### src/rtl/cpu_pkg.sv
// Shared CPU pipeline types: the IF->OF packet and the fetch-stage in-flight
// tracker entry.
package cpu_pkg;

    typedef struct packed {
        logic [31:0] pc;
        logic [31:0] instr;
    } If_Of_t;

    localparam int INSTR_BYTES = 4;

    typedef struct packed {
        logic [31:0] pc;
        logic        kill;
    } if_infl_t;

endpackage

### src/rtl/fetch_fifo.sv
// Small power-of-two FIFO used for both the in-flight tracker and the fetch
// queue. Each slot carries a kill bit that can be set on all slots at once.
module fetch_fifo #(
    parameter type T     = logic [31:0],
    parameter int  DEPTH = 4
) (
    input  logic                   clk,
    input  logic                   rst,
    input  logic                   push,
    input  T                       push_data,
    input  logic                   pop,
    input  logic                   flush,
    input  logic                   kill_all,
    output T                       head,
    output logic                   head_kill,
    output logic [$clog2(DEPTH):0] count
);

    localparam int            AW   = $clog2(DEPTH);
    localparam logic [AW:0]   FULL = (AW+1)'(DEPTH);

    T                mem [DEPTH];
    logic [DEPTH-1:0] kill;
    logic [AW-1:0]    rd_ptr;
    logic [AW-1:0]    wr_ptr;
    logic [AW:0]      cnt;
    logic             do_push;
    logic             do_pop;

    assign do_pop  = pop && (cnt != '0);
    assign do_push = push && ((cnt != FULL) || do_pop);

    // A freshly pushed slot always starts live, even if kill_all fires in the
    // same cycle, since that redirect cannot refer to it.
    always_ff @(posedge clk or posedge rst) begin
        if (rst) begin
            rd_ptr <= '0;
            wr_ptr <= '0;
            cnt    <= '0;
            kill   <= '0;
            for (int i = 0; i < DEPTH; i++) begin
                mem[i] <= '0;
            end
        end else if (flush) begin
            rd_ptr <= '0;
            wr_ptr <= '0;
            cnt    <= '0;
            kill   <= '0;
        end else begin
            if (kill_all) begin
                kill <= '1;
            end
            if (do_push) begin
                mem[wr_ptr]  <= push_data;
                kill[wr_ptr] <= 1'b0;
                wr_ptr       <= wr_ptr + AW'(1);
            end
            if (do_pop) begin
                rd_ptr <= rd_ptr + AW'(1);
            end
            case ({do_push, do_pop})
                2'b10:   cnt <= cnt + (AW+1)'(1);
                2'b01:   cnt <= cnt - (AW+1)'(1);
                default: cnt <= cnt;
            endcase
        end
    end

    assign head      = mem[rd_ptr];
    assign head_kill = kill[rd_ptr];
    assign count     = cnt;

endmodule

### src/rtl/if_stage.sv
// Instruction-fetch stage: PC, in-order imem requests with credit-based flow
// control, stale-response killing on redirect, and a registered fetch queue.
module if_stage
    import cpu_pkg::*;
#(
    parameter logic [31:0] RESET_PC = 32'h0000_0000,
    parameter int          FQ_DEPTH = 4
) (
    input  logic        Clk,
    input  logic        Rst,
    input  logic        Fetch_En_i,
    output logic        Imem_Req_o,
    output logic [31:0] Imem_Addr_o,
    input  logic        Imem_Gnt_i,
    input  logic        Imem_Rvalid_i,
    input  logic [31:0] Imem_Rdata_i,
    input  logic        Br_Redirect_i,
    input  logic [31:0] Br_Target_i,
    output If_Of_t      If_Payld_o,
    output logic        If_Valid_o,
    input  logic        If_Ready_i
);

    localparam int CW = $clog2(FQ_DEPTH) + 1;

    logic [31:0]   pc;
    logic [CW-1:0] infl_cnt;
    logic [CW-1:0] fq_cnt;
    logic [CW:0]   occupancy;
    logic          credit_ok;
    logic          grant;
    logic          trk_pop;
    logic [31:0]   trk_head;
    logic          trk_kill;
    if_infl_t      infl_head;
    logic          rsp_accept;
    If_Of_t        fq_push_data;
    logic          fq_pop;
    logic          fq_head_kill;

    // Credit uses registered counts only, so every granted request is
    // guaranteed a fetch-queue slot when its response returns.
    assign occupancy  = {1'b0, infl_cnt} + {1'b0, fq_cnt};
    assign credit_ok  = occupancy < (CW+1)'(FQ_DEPTH);
    assign Imem_Req_o = !Rst && Fetch_En_i && !Br_Redirect_i && credit_ok;
    assign Imem_Addr_o = pc;
    assign grant      = Imem_Req_o && Imem_Gnt_i;

    always_ff @(posedge Clk or posedge Rst) begin
        if (Rst) begin
            pc <= RESET_PC;
        end else if (Br_Redirect_i) begin
            pc <= Br_Target_i;
        end else if (grant) begin
            pc <= pc + 32'(INSTR_BYTES);
        end
    end

    assign trk_pop   = Imem_Rvalid_i && (infl_cnt != '0);
    assign infl_head = '{pc: trk_head, kill: trk_kill};

    fetch_fifo #(
        .T     (logic [31:0]),
        .DEPTH (FQ_DEPTH)
    ) u_tracker (
        .clk       (Clk),
        .rst       (Rst),
        .push      (grant),
        .push_data (pc),
        .pop       (trk_pop),
        .flush     (1'b0),
        .kill_all  (Br_Redirect_i),
        .head      (trk_head),
        .head_kill (trk_kill),
        .count     (infl_cnt)
    );

    assign rsp_accept   = trk_pop && !infl_head.kill && !Br_Redirect_i;
    assign fq_push_data = '{pc: infl_head.pc, instr: Imem_Rdata_i};
    assign If_Valid_o   = (fq_cnt != '0);
    assign fq_pop       = If_Valid_o && If_Ready_i;

    fetch_fifo #(
        .T     (If_Of_t),
        .DEPTH (FQ_DEPTH)
    ) u_fetch_q (
        .clk       (Clk),
        .rst       (Rst),
        .push      (rsp_accept),
        .push_data (fq_push_data),
        .pop       (fq_pop),
        .flush     (Br_Redirect_i),
        .kill_all  (1'b0),
        .head      (If_Payld_o),
        .head_kill (fq_head_kill),
        .count     (fq_cnt)
    );

    a_rvalid_needs_tracker: assert property (@(posedge Clk) disable iff (Rst)
        Imem_Rvalid_i |-> (infl_cnt != '0));
    a_credit_bound: assert property (@(posedge Clk) disable iff (Rst)
        occupancy <= (CW+1)'(FQ_DEPTH));
    a_fq_never_killed: assert property (@(posedge Clk) disable iff (Rst)
        !fq_head_kill);

endmodule

### config.mk
export PLATFORM = sky130hd
export DESIGN_NAME = if_stage
export DESIGN_NICKNAME = d
export VERILOG_FILES = /design/src/rtl/cpu_pkg.sv /design/src/rtl/fetch_fifo.sv /design/src/rtl/if_stage.sv
export SDC_FILE = /design/constraint.sdc
export NUM_CORES = 1
export LEC_CHECK = 0
export CAP_MARGIN = 20
export CELL_PAD_IN_SITES_DETAIL_PLACEMENT = 0
export CELL_PAD_IN_SITES_GLOBAL_PLACEMENT = 1
export CORE_ASPECT_RATIO = 0.8
export CORE_UTILIZATION = 49
export DETAILED_ROUTE_END_ITERATION = 10
export PLACE_DENSITY_LB_ADDON = 0.1
export SYNTH_ARGS = -nofsm -noshare
export SYNTH_HDL_FRONTEND = slang
export SYNTH_SLANG_ARGS = --single-unit
### constraint.sdc
create_clock -name Clk -period 21.9 [get_ports Clk]
set_input_delay 4.38 -clock Clk [delete_from_list [all_inputs] [get_ports Clk]]
set_output_delay 4.38 -clock Clk [all_outputs]
set_load 0.005 [all_outputs]
==> results.yml, run 1 <==
run_status:
  outcome: "completed"
detailed_routing:
  antenna_left: 0
  first_iter_violations: 659
  wire_per_inst_um: 21.5
  dr.pass1.iters: 5
  vias: 11300
  drc: 0
  wl_um: 42900
  via_per_inst: 5.65
critical_path:
  cp-end-kind: "output pin"
  rr_endpoint: "u_tracker.mem[83]$_DFFE_PP0P_"
  worst_ep_arrival_time_ns: 6.35
  cp.depth: 5
  start_kind: "input port"
  slowest_delay_ns: 0.60
  crit_end: "Imem_Req_o"
  cpLargestDelayFamily: "buffers and inverters"
  critical_path_required_ns: 17.52
  crit_top_cell: "clkdlybuf4s50_1"
  timing.critical_path.buf_inv: 2
  cp-startpoint: "Rst"
  critPathSlowestCell: "nor4b_1"
  path_cells: "clkdlybuf4s50_1 > nor4b_1 > nand2_1 > nor2_1 > clkdlybuf4s50_1"
  regToRegStartpoint: "u_tracker.count[2]$_DFFE_PP0P_"
  crit_path_max_fanout: 4
  rr_worst_depth: 7
  r2r_slack_ns: 18.50
  path_class: "in -> out"
die:
  rows: 65
  die-area_mm2: 0.0411
  initial_utilization: 0.499
  io_pins: 169
  coreArea_mm2: 0.0396
  die_h_um: 182
  die_w_um: 226
clock_tree:
  cts_setup_buffers: 0
  clockBufferDepth: 3
  holdBufCountCts: 0
  cts_resized: 0
  cts_buffers: 45
  tritoncts: "done"
  numClockSinks: 434
  htree_levels: 2
  clk_pin_slew_ns: 0.06
  clockRootBuffer: "clkbuf_16"
  clk_latency_ns: 0.56
synthesis:
  synthXorXnorAreaFrac: 0.00931
  synth-compound-area-share: 0.0196
  synthFlopType: "dfrtp_1"
  muxShareOfSynthArea: 0.342
  syn_inst: 1271
  synthSimpleGateAreaFrac: 0.0416
  ys_ff_latch: 434
  syn_nets: 1355
  synth_top_family_by_area: "multiplexers"
  synthArstFlopShare: 1.00
  yosysSeqAreaShare: 0.550
  synth_area_mm2: 0.0197
  synth_edf_count: 0
  syn_avg_cell_area_um2: 15.5
  ys_types: 50
  synthAdderAreaFrac: 0.00900
  yosys_warnings: 0
timing:
  skew_ns: 0.0149
  fin_ws_ns: 11.17
  setup_viol: 0
  slew_violations: 0
  setup-tns-final_ns: 0
  finalHoldViolations: 0
  max_slew_margin: 0.346
  rsz0062_at_grt: "false"
  worst-slew-pin-transition_ns: 0.973
  timing.final.crit_share: 0.490
  max_freq_mhz: 93.2
  period_needed_ns: 10.73
place:
  hpwlAfterDp_um: 26000
  place_ws_ns: 11.22
  gp_congestion: 0.773
  place_area_mm2: 0.0218
  portBuffers: 168
finish:
  final_area_mm2: 0.0233
  drive_above_1_share: 0.404
  areaGrowthSynthToFinish_pct: 17.9
  fin_nets: 1504
power:
  ir_drop_v: 0.0000657
  leakage_nw: 10.9
  power.density_mw_per_mm2: 101
global_routing:
  antenna_found_initial: 0
  grt_pass1_wl_um: 69600
  grt_pass1_vias: 12000
  grt_util_all_layers: 0.218
  gr-total-overflow: 0
  grt_max_degree: 166
run:
  maxCapViolations: 0
hold_path:
  hold_class: "reg -> reg"
  hold-path-cell-count: 1
  hp-start: "u_tracker.kill[3]$_DFF_PP0_"
==> through the flow <==
stage	power (W)	cells	hold slack (ns)	utilization
global placement	0.00157	1908	0.462	0.549
detailed placement	0.00159	1908	0.464	0.549
finish	0.00236	1991	0.475	0.588
global route	0.00248	1990	0.509	0.588
CTS	0.00239	1989	0.477	0.588
floorplan	0.00139	1271	0.446	-
==> per-layer routing <==
layer,GRT usage,share of wire,routed length (um)
met1,0.334,0.49,21200
met2,0.326,0.45,19200
met3,0.0353,0.042,1800
met4,0.0459,0.015,635
met5,0,0,0
==> Yosys cell counts (all sizes together) (2+ instances only) <==
master	number	share of area
o21a	4	0.0015
ha	11	0.0070
a31oi	3	0.00095
nand2b	2	0.00063
nand4	15	0.0048
nor3	10	0.0025
nand3b	6	0.0023
and3	6	0.0019
nor4	5	0.0023
nor4b	4	0.0018
o211ai	11	0.0042
mux4	97	0.11
xor2	9	0.0040
o311ai	2	0.00089
xnor2	12	0.0053
dfrtp	434	0.55
nand2	54	0.012
mux2	388	0.23
nand3	19	0.0048
clkbuf	34	0.0065
nor2	25	0.0048
mux2i	4	0.0020
o21ai	22	0.0056
and2	4	0.0013
fa	2	0.0020
a21oi	5	0.0013
inv	11	0.0021
buf	52	0.020
or3	4	0.0013
==> where the power goes <==
part           leakage, nW  switching (W)  internal, W
registers             5.86      0.0000940     0.000948
logic                 4.32       0.000210     0.000320
clock network        0.758       0.000316     0.000473
==> worst min-delay path by stage <==
| stage | endpoint | slack, ns |
|---|---|---|
| global route | u_tracker.kill[1]$_DFF_PP0_ | 0.51 |
| floorplan | u_tracker.kill[2]$_DFF_PP0_ | 0.45 |
| finish | u_tracker.kill[3]$_DFF_PP0_ | 0.48 |
| detailed placement | u_tracker.kill[3]$_DFF_PP0_ | 0.46 |
| global placement | u_tracker.kill[2]$_DFF_PP0_ | 0.46 |
| CTS | u_tracker.kill[3]$_DFF_PP0_ | 0.48 |
==> sequential cells by signal, summed over array words and instances, names as in the netlist <==
register / count
Imem_Addr_o: 32
u_tracker.rd_ptr: 2
u_fetch_q.count: 3
u_tracker.count: 3
u_tracker.kill: 4
u_tracker.mem: 128
u_tracker.wr_ptr: 2
u_fetch_q.rd_ptr: 2
u_fetch_q.mem: 256
u_fetch_q.wr_ptr: 2
==> worst register-to-register path, stage by stage, from the launching register on <==
cell and delay, ns:
dfrtp_1 0.49, ha_1 0.27, nor4b_1 0.53, nand2_1 0.24, nor3_1 0.46, nand2_1 0.54
buf_4 0.45, mux2_2 0.32
==> cells by family after synthesis <==
| group | Yosys count |
|---|---|
| and+or+nand+nor | 158 |
| AOI/OAI and AO/OA | 59 |
| xor gates and xnor gates | 21 |
| adders and majority gates | 13 |
| muxes | 489 |
| DFF | 434 |
| buffers and inverters | 97 |
==> cell usage in the layout (no fill, tap or decap), types with 18 or more instances in the layout <==
master,synthesis,final
clkbuf_16,0,47
dfrtp_1,434,431
nand3_1,19,19
buf_4,0,18
nand2_1,50,50
clkdlybuf4s50_1,0,167
o21ai_0,22,22
mux2_2,343,343
nor2_1,25,25
mux2_4,45,45
mux4_2,97,97
==> area by class of cell <==
| class | instances | area (um^2) |
|---|---|---|
| Fill cell | 3098 | 16300 |
| Sequential cell | 434 | 10900 |
| Multi-Input combinational cell | 740 | 8330 |
| Timing Repair Buffer | 188 | 1840 |
| Clock buffer | 66 | 1350 |
| Tap cell | 536 | 671 |
| Clock inverter | 15 | 181 |
| Inverter | 11 | 48.8 |
| Antenna cell | 1 | 2.50 |
No activity file was read; power rests on OpenSTA's default activity.
==> run 2, diff against run 1 <==
--- a/config.mk
+++ b/config.mk
@@ -9,7 +9,7 @@
 export CELL_PAD_IN_SITES_DETAIL_PLACEMENT = 0
 export CELL_PAD_IN_SITES_GLOBAL_PLACEMENT = 1
 export CORE_ASPECT_RATIO = 0.8
-export CORE_UTILIZATION = 49
+export CORE_UTILIZATION = 44
 export DETAILED_ROUTE_END_ITERATION = 10
 export PLACE_DENSITY_LB_ADDON = 0.1
 export SYNTH_ARGS = -nofsm -noshare
==> constraint.sdc (replaced) <==
create_clock -name Clk -period 9.28 [get_ports Clk]
set_input_delay 1.856 -clock Clk [delete_from_list [all_inputs] [get_ports Clk]]
set_output_delay 1.856 -clock Clk [all_outputs]
set_load 0.005 [all_outputs]
==> run 2 against run 1 <==
  * Combinational power increased by 140%
  * Via count increased by 0.22%
  * Clock-buffer cell count increased by 4
  * First-iteration DRC count decreased by 6.4%
  * Die area increased by 11%
  * Non-clock buffer count increased by 3
  * Wire length increased by 3.1%
  * Clock power increased by 130%
  * Final area increased by 0.41%
  * Hold slack improved by 0.0071 ns
  * Worst setup slack got worse by 7.5 ns
  * Power increased by 140%
  * Critical endpoint unchanged
  * Largest power group unchanged
==> results.yml, run 2 (synthesis results as in run 1) <==
run_status:
  outcome: "completed"
global_routing:
  grt_util_all_layers: 0.203
  gr-total-overflow: 0
  grt_pass1_vias: 12200
  grt_pass1_wl_um: 71700
  antenna_found_initial: 0
  grt_max_degree: 167
finish:
  regMostFlops: "u_fetch_q.mem"
  areaGrowthSynthToFinish_pct: 18.4
  seq_area_mm2: 0.0109
  num-fill-cells: 3725
  final_cell_mix: "dfrtp_1, mux2_2, clkdlybuf4s50_1"
  largest_reg_flops: 256
  fin_cells: 2059
  antenna_cells: 0
  multi_input_area_mm2: 0.00833
  fin_util: 0.527
  final_common_cell: "dfrtp_1"
  drive_above_1_share: 0.403
  fin_nets: 1508
clock_tree:
  cts_setup_buffers: 0
  clockRootBuffer: "clkbuf_16"
  cts_buffers: 46
  clk_latency_ns: 0.56
  clockBufferDepth: 3
  htree_levels: 2
  cts_resized: 0
  tritoncts: "done"
  numClockSinks: 434
  clk_pin_slew_ns: 0.06
  holdBufCountCts: 0
timing:
  max_freq_mhz: 179
  timing.final.crit_share: 0.602
  max_slew_margin: 0.296
  slew_violations: 0
  rsz0062_at_grt: "false"
  worst-slew-pin-transition_ns: 1.06
  skew_ns: 0.0206
  setup_viol: 0
  finalHoldViolations: 0
  period_needed_ns: 5.59
  setup-tns-final_ns: 0
die:
  rows: 69
  initial_utilization: 0.445
  io_pins: 169
  die_h_um: 191
  die_w_um: 239
  die-area_mm2: 0.0457
  coreArea_mm2: 0.0444
place:
  dp.cells: 1978
  portBuffers: 168
  gp_congestion: 0.754
  hpwlAfterDp_um: 26800
detailed_routing:
  antenna_left: 0
  vias: 11300
  first_iter_violations: 617
  wire_per_inst_um: 21.5
  wl_um: 44200
  drc: 0
  dr.pass1.iters: 6
  via_per_inst: 5.48
critical_path:
  crit_path_max_fanout: 4
  path_class: "in -> out"
  critical_path_required_ns: 7.42
  worst_ep_arrival_time_ns: 3.73
  start_kind: "input port"
  cp-end-kind: "output pin"
power:
  power.density_mw_per_mm2: 238
  leakage_nw: 10.9
  ir_drop_v: 0.000154
hold_path:
  hold_class: "reg -> reg"
run:
  maxCapViolations: 0
run 2: changes by cell type in the layout (fill, tap and decap cells not counted):
cell       change
diode_2        -1
clkinv_2       -3
clkbuf_8       -1
buf_4          +3
clkbuf_1       +3
bufinv_16      -1
clkbuf_16      +2
inv_8          -1
run 2: power by group:
part | leakage (nW) | switching [W] | total [W] | internal [W]
Sequential | 5.86 | 0.000221 | 0.00246 | 0.00224
Combinational | 4.32 | 0.000498 | 0.00125 | 0.000755
Clock | 0.753 | 0.000739 | 0.00185 | 0.00112
Total | 10.9 | 0.00146 | 0.00557 | 0.00411
run 2: critical path, cell delays in order:
cell             delay (ns)
clkdlybuf4s50_1        0.46
nor4b_1                0.55
nand2_1                0.20
nor2_1                 0.15
clkdlybuf4s50_1        0.51
run 2: worst paths after layout:
kind / startpoint / end / slack (ns) / cells after the start
max reg2reg: u_tracker.count[0]$_DFFE_PP0P_ / u_fetch_q.mem[75]$_DFFE_PP0P_ / 6.09 / 5
max in group asynchronous: Rst / u_fetch_q.mem[13]$_DFFE_PP0P_ / 5.54 / 4
max: Rst / Imem_Req_o / 3.69 / 5
min in group asynchronous: Rst / Imem_Addr_o[9]$_DFFE_PP0P_ / 1.86 / 2
min reg2reg: u_tracker.kill[3]$_DFF_PP0_ / u_tracker.kill[3]$_DFF_PP0_ / 0.48 / 1
min: u_tracker.kill[3]$_DFF_PP0_ / u_tracker.kill[3]$_DFF_PP0_ / 0.48 / 1
run 2: stage by stage:
stage	area, um^2	setup slack (ns)	total power (W)	hold WS [ns]
finish	23400	3.69	0.00557	0.482
floorplan	19800	1.56	0.00327	0.446
detailed placement	21900	3.70	0.00376	0.467
global route	23400	3.53	0.00587	0.502
CTS	23400	3.69	0.00565	0.482
global placement	21900	3.69	0.00373	0.457
run 2: cell type report:
cell class	instances	area share
clock buffer	70	0.0597
clock inverter	10	0.00551
inverter	11	0.00193
multi-input combinational	740	0.356
sequential	434	0.465
tap	603	0.0323
timing repair buffer	191	0.0795
run 2: metal layers:
layer  global-route usage  vias up  part of all wire
met5                    0        -                 0
met4               0.0434        0             0.015
met3               0.0313       51             0.039
met2                0.302      221              0.44
met1                0.311     5998              0.50
li1                     -     5013                 -
==> run 3, diff against run 2 <==
--- a/config.mk
+++ b/config.mk
@@ -9,7 +9,7 @@
 export CELL_PAD_IN_SITES_DETAIL_PLACEMENT = 0
 export CELL_PAD_IN_SITES_GLOBAL_PLACEMENT = 1
 export CORE_ASPECT_RATIO = 0.8
-export CORE_UTILIZATION = 44
+export CORE_UTILIZATION = 49
 export DETAILED_ROUTE_END_ITERATION = 10
 export PLACE_DENSITY_LB_ADDON = 0.1
 export SYNTH_ARGS = -nofsm -noshare
==> constraint.sdc (replaced) <==
create_clock -name Clk -period 5.2 [get_ports Clk]
set_input_delay 1.04 -clock Clk [delete_from_list [all_inputs] [get_ports Clk]]
set_output_delay 1.04 -clock Clk [all_outputs]
set_load 0.005 [all_outputs]
==> run 3 against run 2 <==
  * Hold slack got worse by 0.0067 ns
  * Via count about the same
  * Wire length decreased by 4.4%
  * Clock power increased by 67%
  * Register-to-register slack got worse by 4.1 ns
  * Combinational power increased by 81%
  * Non-clock buffer count decreased by 1
  * Final area decreased by 0.59%
  * Sequential power increased by 78%
  * Die area decreased by 10%
  * Critical endpoint is now If_Payld_o[34]
  * Critical path depth decreased by 2
  * Clock skew decreased by 0.0097 ns
==> results.yml, run 3 (synthesis results as in run 1) <==
critical_path:
  cp-end-kind: "output pin"
  regToRegStartpoint: "u_tracker.count[0]$_DFFE_PP0P_"
  rr_endpoint: "u_fetch_q.mem[79]$_DFFE_PP0P_"
  rr_worst_depth: 5
  worst_ep_arrival_time_ns: 2.91
  cp-startpoint: "u_fetch_q.rd_ptr[0]$_DFFE_PP0P_"
  r2r_slack_ns: 2.01
  path_class: "reg -> out"
  start_kind: "flip-flop"
  critical_path_required_ns: 4.16
  crit_path_max_fanout: 37
power:
  power.density_mw_per_mm2: 419
  pwr-share-seq: 0.451
  leakage_nw: 10.9
  comb_power_share: 0.232
  power.internal_w: 0.00712
  p_sw_frac: 0.268
  ir_drop_v: 0.000218
  p_sw_w: 0.00261
  power_w: 0.00973
  clockPowerShare: 0.317
clock_tree:
  holdBufCountCts: 0
  cts_resized: 0
  clockBufferDepth: 3
  numClockSinks: 434
  tritoncts: "done"
  clk_pin_slew_ns: 0.06
  cts_buffers: 45
  clockRootBuffer: "clkbuf_16"
  cts_setup_buffers: 0
  htree_levels: 2
  clk_latency_ns: 0.56
global_routing:
  gr-total-overflow: 0
  grt_pass1_vias: 11900
  grt_max_degree: 106
  antenna_found_initial: 0
  grt_pass1_wl_um: 68600
  grt_util_all_layers: 0.214
timing:
  worst-slew-pin-transition_ns: 1.09
  skew_ns: 0.0109
  rsz0062_at_grt: "false"
  slew_violations: 0
  finalHoldViolations: 0
  setup_viol: 0
  timing.hold.ws_ns: 0.476
  max_slew_margin: 0.265
  max_freq_mhz: 253
  period_needed_ns: 3.95
  timing.final.crit_share: 0.760
finish:
  antenna_cells: 0
  largest_reg_flops: 256
  final_common_cell: "dfrtp_1"
  num-fill-cells: 3167
  final_cell_mix: "dfrtp_1, mux2_2, clkdlybuf4s50_1"
  regMostFlops: "u_fetch_q.mem"
  fin_util: 0.587
  areaGrowthSynthToFinish_pct: 17.7
  fin_nets: 1506
  seq_area_mm2: 0.0109
  drive_above_1_share: 0.398
  multi_input_area_mm2: 0.00833
place:
  hpwlAfterDp_um: 25600
  gp_congestion: 0.781
  portBuffers: 168
detailed_routing:
  vias: 11300
  via_per_inst: 5.66
  dr.pass1.iters: 4
  drc: 0
  first_iter_violations: 616
  wire_per_inst_um: 21.2
  wl_um: 42300
  antenna_left: 0
hold_path:
  hold_class: "reg -> reg"
  holdPathEnd: "u_tracker.kill[2]$_DFF_PP0_"
  hp-start: "u_tracker.kill[2]$_DFF_PP0_"
  hold-path-cell-count: 1
die:
  die-area_mm2: 0.0411
  io_pins: 169
  die_h_um: 182
  die_w_um: 226
  coreArea_mm2: 0.0396
  initial_utilization: 0.499
  rows: 65
run:
  maxCapViolations: 0
run_status:
  outcome: "completed"
run 3: through the flow:
stage	setup slack (ns)	TNS (ns)	cells	cell area (um^2)
4_1_cts	1.14	0	1992	23200
5_1_grt	1.04	0	1992	23200
3_3_place_gp	1.21	0	1911	21800
6_report	1.25	0	1992	23200
2_1_floorplan	-1.70	-738.38	1271	19800
3_5_place_dp	1.14	0	1911	21800
run 3: power groups by stage:
stage | combinational (W) | clock [W] | sequential [W]
4_1_cts | 0.00229 | 0.00317 | 0.00439
5_1_grt | 0.00245 | 0.00333 | 0.00447
6_report | 0.00226 | 0.00309 | 0.00439
3_3_place_gp | 0.00224 | 0 | 0.00442
3_5_place_dp | 0.00229 | 0 | 0.00444
2_1_floorplan | 0.00157 | 0 | 0.00427
run 3: cell type report:
cell class	count	area share
Sequential cell	434	0.468
Multi-Input combinational cell	740	0.358
Timing Repair Buffer	190	0.0830
Clock buffer	74	0.0584
Tap cell	536	0.0288
Inverter	11	0.00194
Clock inverter	7	0.00183
run 3: worst max-delay path by stage:
stage                                     end  slack, ns  cells past startpoint
2_1_floorplan      Imem_Addr_o[0]$_DFFE_PP0P_      -1.70                      1
3_5_place_dp   u_fetch_q.mem[144]$_DFFE_PP0P_       1.14                      6
3_3_place_gp   u_fetch_q.mem[135]$_DFFE_PP0P_       1.21                      6
6_report                       If_Payld_o[34]       1.25                      3
5_1_grt                            Imem_Req_o       1.04                      5
4_1_cts                        If_Payld_o[34]       1.14                      3
run 3: worst max-delay path, stage by stage (launching register included):
cell and delay, ns:
dfrtp_4 0.89, buf_12 0.39, mux4_2 0.56, clkdlybuf4s50_1 0.51
run 3: metal layers:
metal  up-vias  track usage  wire [um]
met5         -            0          0
met4         0       0.0516        685
met3        49       0.0346       1760
met2       219        0.321      18900
met1      5975        0.327      20900
li1       5032            -          -
